## config.mk

```make
export PLATFORM = sky130hd
export DESIGN_NAME = cla_multiword_seq
export DESIGN_NICKNAME = d
export VERILOG_FILES = /design/src/rtl/cla_multiword_seq.sv
export SDC_FILE = /design/constraint.sdc
export NUM_CORES = 1
export LEC_CHECK = 0
export BUFFER_PORTS_ARGS = -buffer_cell sky130_fd_sc_hd__buf_2
export CORE_MARGIN = 3
export CORE_UTILIZATION = 52
export CTS_CLUSTER_DIAMETER = 100
export DETAILED_ROUTE_END_ITERATION = 12
export PLACE_DENSITY = 0.77
export SYNTH_ARGS = -nofsm -noshare
export SYNTH_HDL_FRONTEND = slang
export SYNTH_HIERARCHICAL = 1
export SYNTH_SLANG_ARGS = --single-unit
```

## constraint.sdc

```tcl
create_clock -name clk -period 9.1 [get_ports clk]
set_clock_uncertainty 0.15 [all_clocks]
set_input_delay 0.455 -clock clk [delete_from_list [all_inputs] [get_ports clk]]
set_output_delay 0.455 -clock clk [all_outputs]
set_load 0.02 [all_outputs]
```

## src/rtl/cla_multiword_seq.sv

```systemverilog
// Wide add/subtract done one 16-bit slice per cycle on a single shared CLA; result valid NWORDS cycles after accept.
// One op at a time: start_ready only in IDLE; result and flags held in DONE until res_ready.

// 16-bit carry-lookahead adder: 4-bit groups with a second lookahead level over the group carries.
module cla_16bit (
    input  logic [15:0] a_i,
    input  logic [15:0] b_i,
    input  logic        c_i,
    output logic [15:0] s_o,
    output logic        c_o
);
    logic [15:0] g, p;
    logic [16:0] c;
    logic [3:0]  gg, gp;
    logic [4:0]  gc;

    assign g = a_i & b_i;
    assign p = a_i ^ b_i;

    for (genvar k = 0; k < 4; k++) begin : g_grp
        localparam int B = 4 * k;
        assign gg[k]  = g[B+3] | (p[B+3] & g[B+2]) | (p[B+3] & p[B+2] & g[B+1])
                      | (p[B+3] & p[B+2] & p[B+1] & g[B]);
        assign gp[k]  = &p[B +: 4];
        assign c[B]   = gc[k];
        assign c[B+1] = g[B] | (p[B] & gc[k]);
        assign c[B+2] = g[B+1] | (p[B+1] & g[B]) | (p[B+1] & p[B] & gc[k]);
        assign c[B+3] = g[B+2] | (p[B+2] & g[B+1]) | (p[B+2] & p[B+1] & g[B])
                      | (p[B+2] & p[B+1] & p[B] & gc[k]);
    end

    assign gc[0] = c_i;
    assign gc[1] = gg[0] | (gp[0] & gc[0]);
    assign gc[2] = gg[1] | (gp[1] & gg[0]) | (gp[1] & gp[0] & gc[0]);
    assign gc[3] = gg[2] | (gp[2] & gg[1]) | (gp[2] & gp[1] & gg[0])
                 | (gp[2] & gp[1] & gp[0] & gc[0]);
    assign gc[4] = gg[3] | (gp[3] & gg[2]) | (gp[3] & gp[2] & gg[1])
                 | (gp[3] & gp[2] & gp[1] & gg[0]) | (gp[3] & gp[2] & gp[1] & gp[0] & gc[0]);

    assign c[16] = gc[4];
    assign s_o   = p ^ c[15:0];
    assign c_o   = c[16];
endmodule

module cla_multiword_seq #(
    parameter int NWORDS = 4
) (
    input  logic                 clk,
    input  logic                 rst_n,
    input  logic                 start_valid,
    output logic                 start_ready,
    input  logic [16*NWORDS-1:0] op_a,
    input  logic [16*NWORDS-1:0] op_b,
    input  logic                 sub,
    output logic                 res_valid,
    input  logic                 res_ready,
    output logic [16*NWORDS-1:0] result,
    output logic                 carry_out,
    output logic                 overflow,
    output logic                 busy
);
    localparam int W  = 16 * NWORDS;
    localparam int IW = (NWORDS > 1) ? $clog2(NWORDS) : 1;
    localparam logic [IW-1:0] LAST = IW'(NWORDS - 1);

    typedef enum logic [1:0] {IDLE, RUN, DONE} state_t;

    state_t          state_q;
    logic [W-1:0]    a_q, b_q, result_q;
    logic [IW-1:0]   idx_q, idx_d;
    logic            cy_q, carry_out_q, ovf_q, res_valid_q, busy_q;
    logic [15:0]     a_sl, b_sl, sum_sl;
    logic            cout_sl;

    assign a_sl  = a_q[16*idx_q +: 16];
    assign b_sl  = b_q[16*idx_q +: 16];
    assign idx_d = idx_q + 1'b1;

    cla_16bit u_add (
        .a_i (a_sl),
        .b_i (b_sl),
        .c_i (cy_q),
        .s_o (sum_sl),
        .c_o (cout_sl)
    );

    always_ff @(posedge clk or negedge rst_n) begin
        if (!rst_n) begin
            state_q     <= IDLE;
            a_q         <= '0;
            b_q         <= '0;
            result_q    <= '0;
            idx_q       <= '0;
            cy_q        <= 1'b0;
            carry_out_q <= 1'b0;
            ovf_q       <= 1'b0;
            res_valid_q <= 1'b0;
            busy_q      <= 1'b0;
        end else begin
            case (state_q)
                IDLE: begin
                    if (start_valid) begin
                        // Subtraction folds into addition: invert B here, +1 via the slice-0 carry-in.
                        a_q     <= op_a;
                        b_q     <= op_b ^ {W{sub}};
                        cy_q    <= sub;
                        idx_q   <= '0;
                        busy_q  <= 1'b1;
                        state_q <= RUN;
                    end
                end
                RUN: begin
                    result_q[16*idx_q +: 16] <= sum_sl;
                    cy_q                     <= cout_sl;
                    if (idx_q == LAST) begin
                        carry_out_q <= cout_sl;
                        ovf_q       <= a_sl[15] ^ b_sl[15] ^ sum_sl[15] ^ cout_sl;
                        idx_q       <= '0;
                        res_valid_q <= 1'b1;
                        state_q     <= DONE;
                    end else begin
                        idx_q <= idx_d;
                    end
                end
                DONE: begin
                    if (res_ready) begin
                        res_valid_q <= 1'b0;
                        busy_q      <= 1'b0;
                        state_q     <= IDLE;
                    end
                end
                default: state_q <= IDLE;
            endcase
        end
    end

    assign start_ready = (state_q == IDLE);
    assign res_valid   = res_valid_q;
    assign result      = result_q;
    assign carry_out   = carry_out_q;
    assign overflow    = ovf_q;
    assign busy        = busy_q;
endmodule
```

==> flow_metrics.py <==
metrics = {
    "sta": {
        "finalHoldViolCount": 0,
        "fin_tns_setup_ns": 0,
        "slew_violations": 0,
        "max_freq_ghz": 0.248,
        "fin_crit_ns": 4.04,
        "post-route-period-util": 0.444,
        "setup_viol_count_final": 0,
        "relSlewSlack": 0.241,
        "tightest_slew_ns": 1.14,
        "worst_slack_ns": 5.06,
        "rsz0062_at_grt": "no",
        "hold_slack_ns": 0.0247,
    },
    "placement": {
        "place_area_um2": 10700,
        "pre_cts_ws_ns": 5.10,
        "dp.cells": 1171,
        "portBuffers": 201,
        "dpl.hpwl_um": 16500,
        "gp_congestion": 0.840,
    },
    "detailed_routing": {
        "avgRoutedWirePerCell_um": 19.0,
        "drc_errors": 0,
        "viasPerCell": 5.58,
        "routed_wl_um": 23000,
        "antenna_left": 0,
        "first_pass_iters": 5,
        "drtIter0Drc": 404,
        "detailroute.via_count": 6742,
    },
    "setup_path": {
        "cp_max_fo": 23,
        "r2r_slack_ns": 5.06,
        "endpoint_kind": "flip-flop",
        "critPathLaunch": "idx_q[1]$_DFFE_PN0P_",
        "crit_path_frequent_cell": "o21ai_1",
        "crit_slowest_cell": "dfrtp_1",
        "path_cells": "buf_4, mux4_2, ha_1, o21ai_1, o21ai_1, o2111ai_2, o21bai_2, a311oi_2, xnor2_1, xor2_1, xnor3_1, o21ai_1",
        "cpLargestDelayFamily": "compound AO/OA/AOI/OAI gates",
        "crit_buf_inv": 1,
        "timing.rr.end": "overflow$_DFFE_PN0P_",
        "cp.depth": 12,
        "arrival_ns": 4.29,
        "critPathLaunchType": "flip-flop",
        "cpPeakStageDelay_ns": 0.78,
        "ff2ff_path_depth": 12,
        "crit_required_ns": 9.35,
        "rr_startpoint": "idx_q[1]$_DFFE_PN0P_",
        "criticalPathCategory": "reg -> reg",
    },
    "clocking": {
        "hold_buffers": 0,
        "cts.reportedPaths.clkPinSlew_ns": 0.06,
        "cts_setup_buffers": 0,
        "cts_buffers": 21,
        "cts_root_buf": "clkbuf_16",
        "clockBufferDepth": 3,
        "cts_tree": "yes",
        "htreeDepth": 1,
        "postCtsResizedCells": 0,
        "clock_latency_ns": 0.48,
        "cts_sinks": 201,
    },
    "power": {
        "powerDensity_nw_per_um2": 450,
        "max-vdd-ir-drop_mv": 0.265,
        "p_total_mw": 5.10,
        "p_leak_nw": 5.11,
    },
    "yosys": {
        "avgSynthCellArea_um2": 12.1,
        "synth_flop_cell": "dfrtp_1",
        "yosys-top-cells-area": "dfrtp_1 53%, mux2_2 7.6%, mux4_2 7.3%, xnor2_1 6.5%, a21oi_1 3.9%",
        "syn-instance-count": 789,
        "ys_ff_latch": 201,
        "syn-num-nets": 947,
        "synth_edf_count": 0,
        "ys_types": 50,
        "synth_top_area_cell": "dfrtp_1",
        "synth-async-reset-ratio": 1.00,
        "synth_common_cells": "201 x dfrtp_1, 74 x a21oi_1, 72 x nand2_1",
        "synth_warnings": 6,
        "synth_top_area_share": 0.526,
        "yosysSeqAreaShare": 0.526,
        "synth_area_um2": 9570,
        "synth_most_common_cell": "dfrtp_1",
    },
    "floorplan": {
        "initial_core_util": 0.542,
        "die_area_um2": 20100,
        "io_pins": 202,
        "die_x_um": 142,
        "fp.coreArea_um2": 17700,
        "die_h_um": 142,
        "rows": 48,
    },
    "job": {
        "maxCapViolations": 0,
    },
    "cells_and_area": {
        "multi_input_area_um2": 4250,
        "fin_area_um2": 11300,
        "finish.utilization": 0.642,
        "ff_latch_area_um2": 5030,
        "final_cells": 1209,
        "drive_gt1_frac": 0.356,
        "area_growth_pct": 18.5,
        "fill_cells": 1357,
        "nets": 1127,
    },
    "global_routing": {
        "grt_overflow": 0,
        "grt.total_usage": 0.228,
        "antenna_found_initial": 1,
        "grt_pass1_vias": 6644,
        "grt_pass1_wl_um": 36000,
        "grt_max_degree": 146,
    },
    "worst_hold_path": {
        "hold_depth": 2,
        "hold_class": "in -> reg",
        "min_from": "res_ready",
        "min_to": "state_q[1]$_DFFE_PN0P_",
    },
    "outcome": {
        "status": "finished, final reports clean",
    },
}
[power by group]
| group | switching [mW] | internal [mW] | total, mW |
|---|---|---|---|
| clock | 0.333 | 0.492 | 0.825 |
| sequential | 0.257 | 1.29 | 1.55 |
| combinational | 1.61 | 1.12 | 2.73 |
[worst max path at each step]
stage          slack [ns]              endpoint
2_1_floorplan        5.51  overflow$_DFFE_PN0P_
3_3_place_gp         5.22  overflow$_DFFE_PN0P_
3_5_place_dp         5.10  overflow$_DFFE_PN0P_
4_1_cts              5.09  overflow$_DFFE_PN0P_
5_1_grt              4.86  overflow$_DFFE_PN0P_
6_report             5.06  overflow$_DFFE_PN0P_
[state kept, by name, indices dropped and copies added (netlist names)]
signal,cells
cy_q,1
b_q,64
busy,1
result,64
state_q,2
a_q,64
carry_out,1
idx_q,2
overflow,1
res_valid,1
[kinds of logic (layout without fill, tap and decap cells)]
group           Yosys count  in the layout  synth area share
mux                      97             97             0.152
buf+inv                  61            254            0.0316
flops                   201            201             0.526
xor+xnor                 77             77            0.0719
simple gates            162            162            0.0744
compound gates          166            166             0.108
fa+ha+maj                25             25            0.0358
other cells               0              2                 0
[layout make-up]
class                      instances  share of cell area
antenna                            2            0.000441
clock buffer                      30              0.0537
inverter                          10             0.00331
sequential                       201               0.444
clock inverter                     6             0.00486
tap                              225              0.0248
multi-input combinational        527               0.375
timing repair buffer             208              0.0944
[worst register-to-register path, cell delays in order, from the launching register on]
cell,delay [ns]
dfrtp_1,0.78
buf_4,0.43
mux4_2,0.37
ha_1,0.34
o21ai_1,0.10
o21ai_1,0.15
o2111ai_2,0.22
o21bai_2,0.28
a311oi_2,0.17
xnor2_1,0.42
xor2_1,0.21
xnor3_1,0.23
o21ai_1,0.12
[per-layer routing]
metal	vias up	part of all wire	global-route usage
met1	3269	0.43	0.321
met4	0	0.041	0.0869
li1	3141	-	-
met5	-	0	0
met3	54	0.067	0.0320
met2	278	0.47	0.362
[placed cells by master, fill, tap and decap left out, types with 2 or more instances in the layout]
cell type	n
a21o_1	3
a21oi_1	74
a22o_1	33
a31oi_1	3
buf_2	199
buf_4	8
clkbuf_1	4
clkbuf_16	21
clkbuf_8	6
clkinv_2	5
dfrtp_1	200
diode_2	2
fa_1	4
ha_1	21
inv_1	10
mux2_2	65
mux4_2	31
nand2_1	72
nand2b_1	6
nand3b_1	2
nor2_1	71
o21ai_0	33
o21ai_1	5
o21bai_1	2
o31ai_1	2
xnor2_1	71
xor2_1	5
No activity file was read; power rests on OpenSTA's default activity.
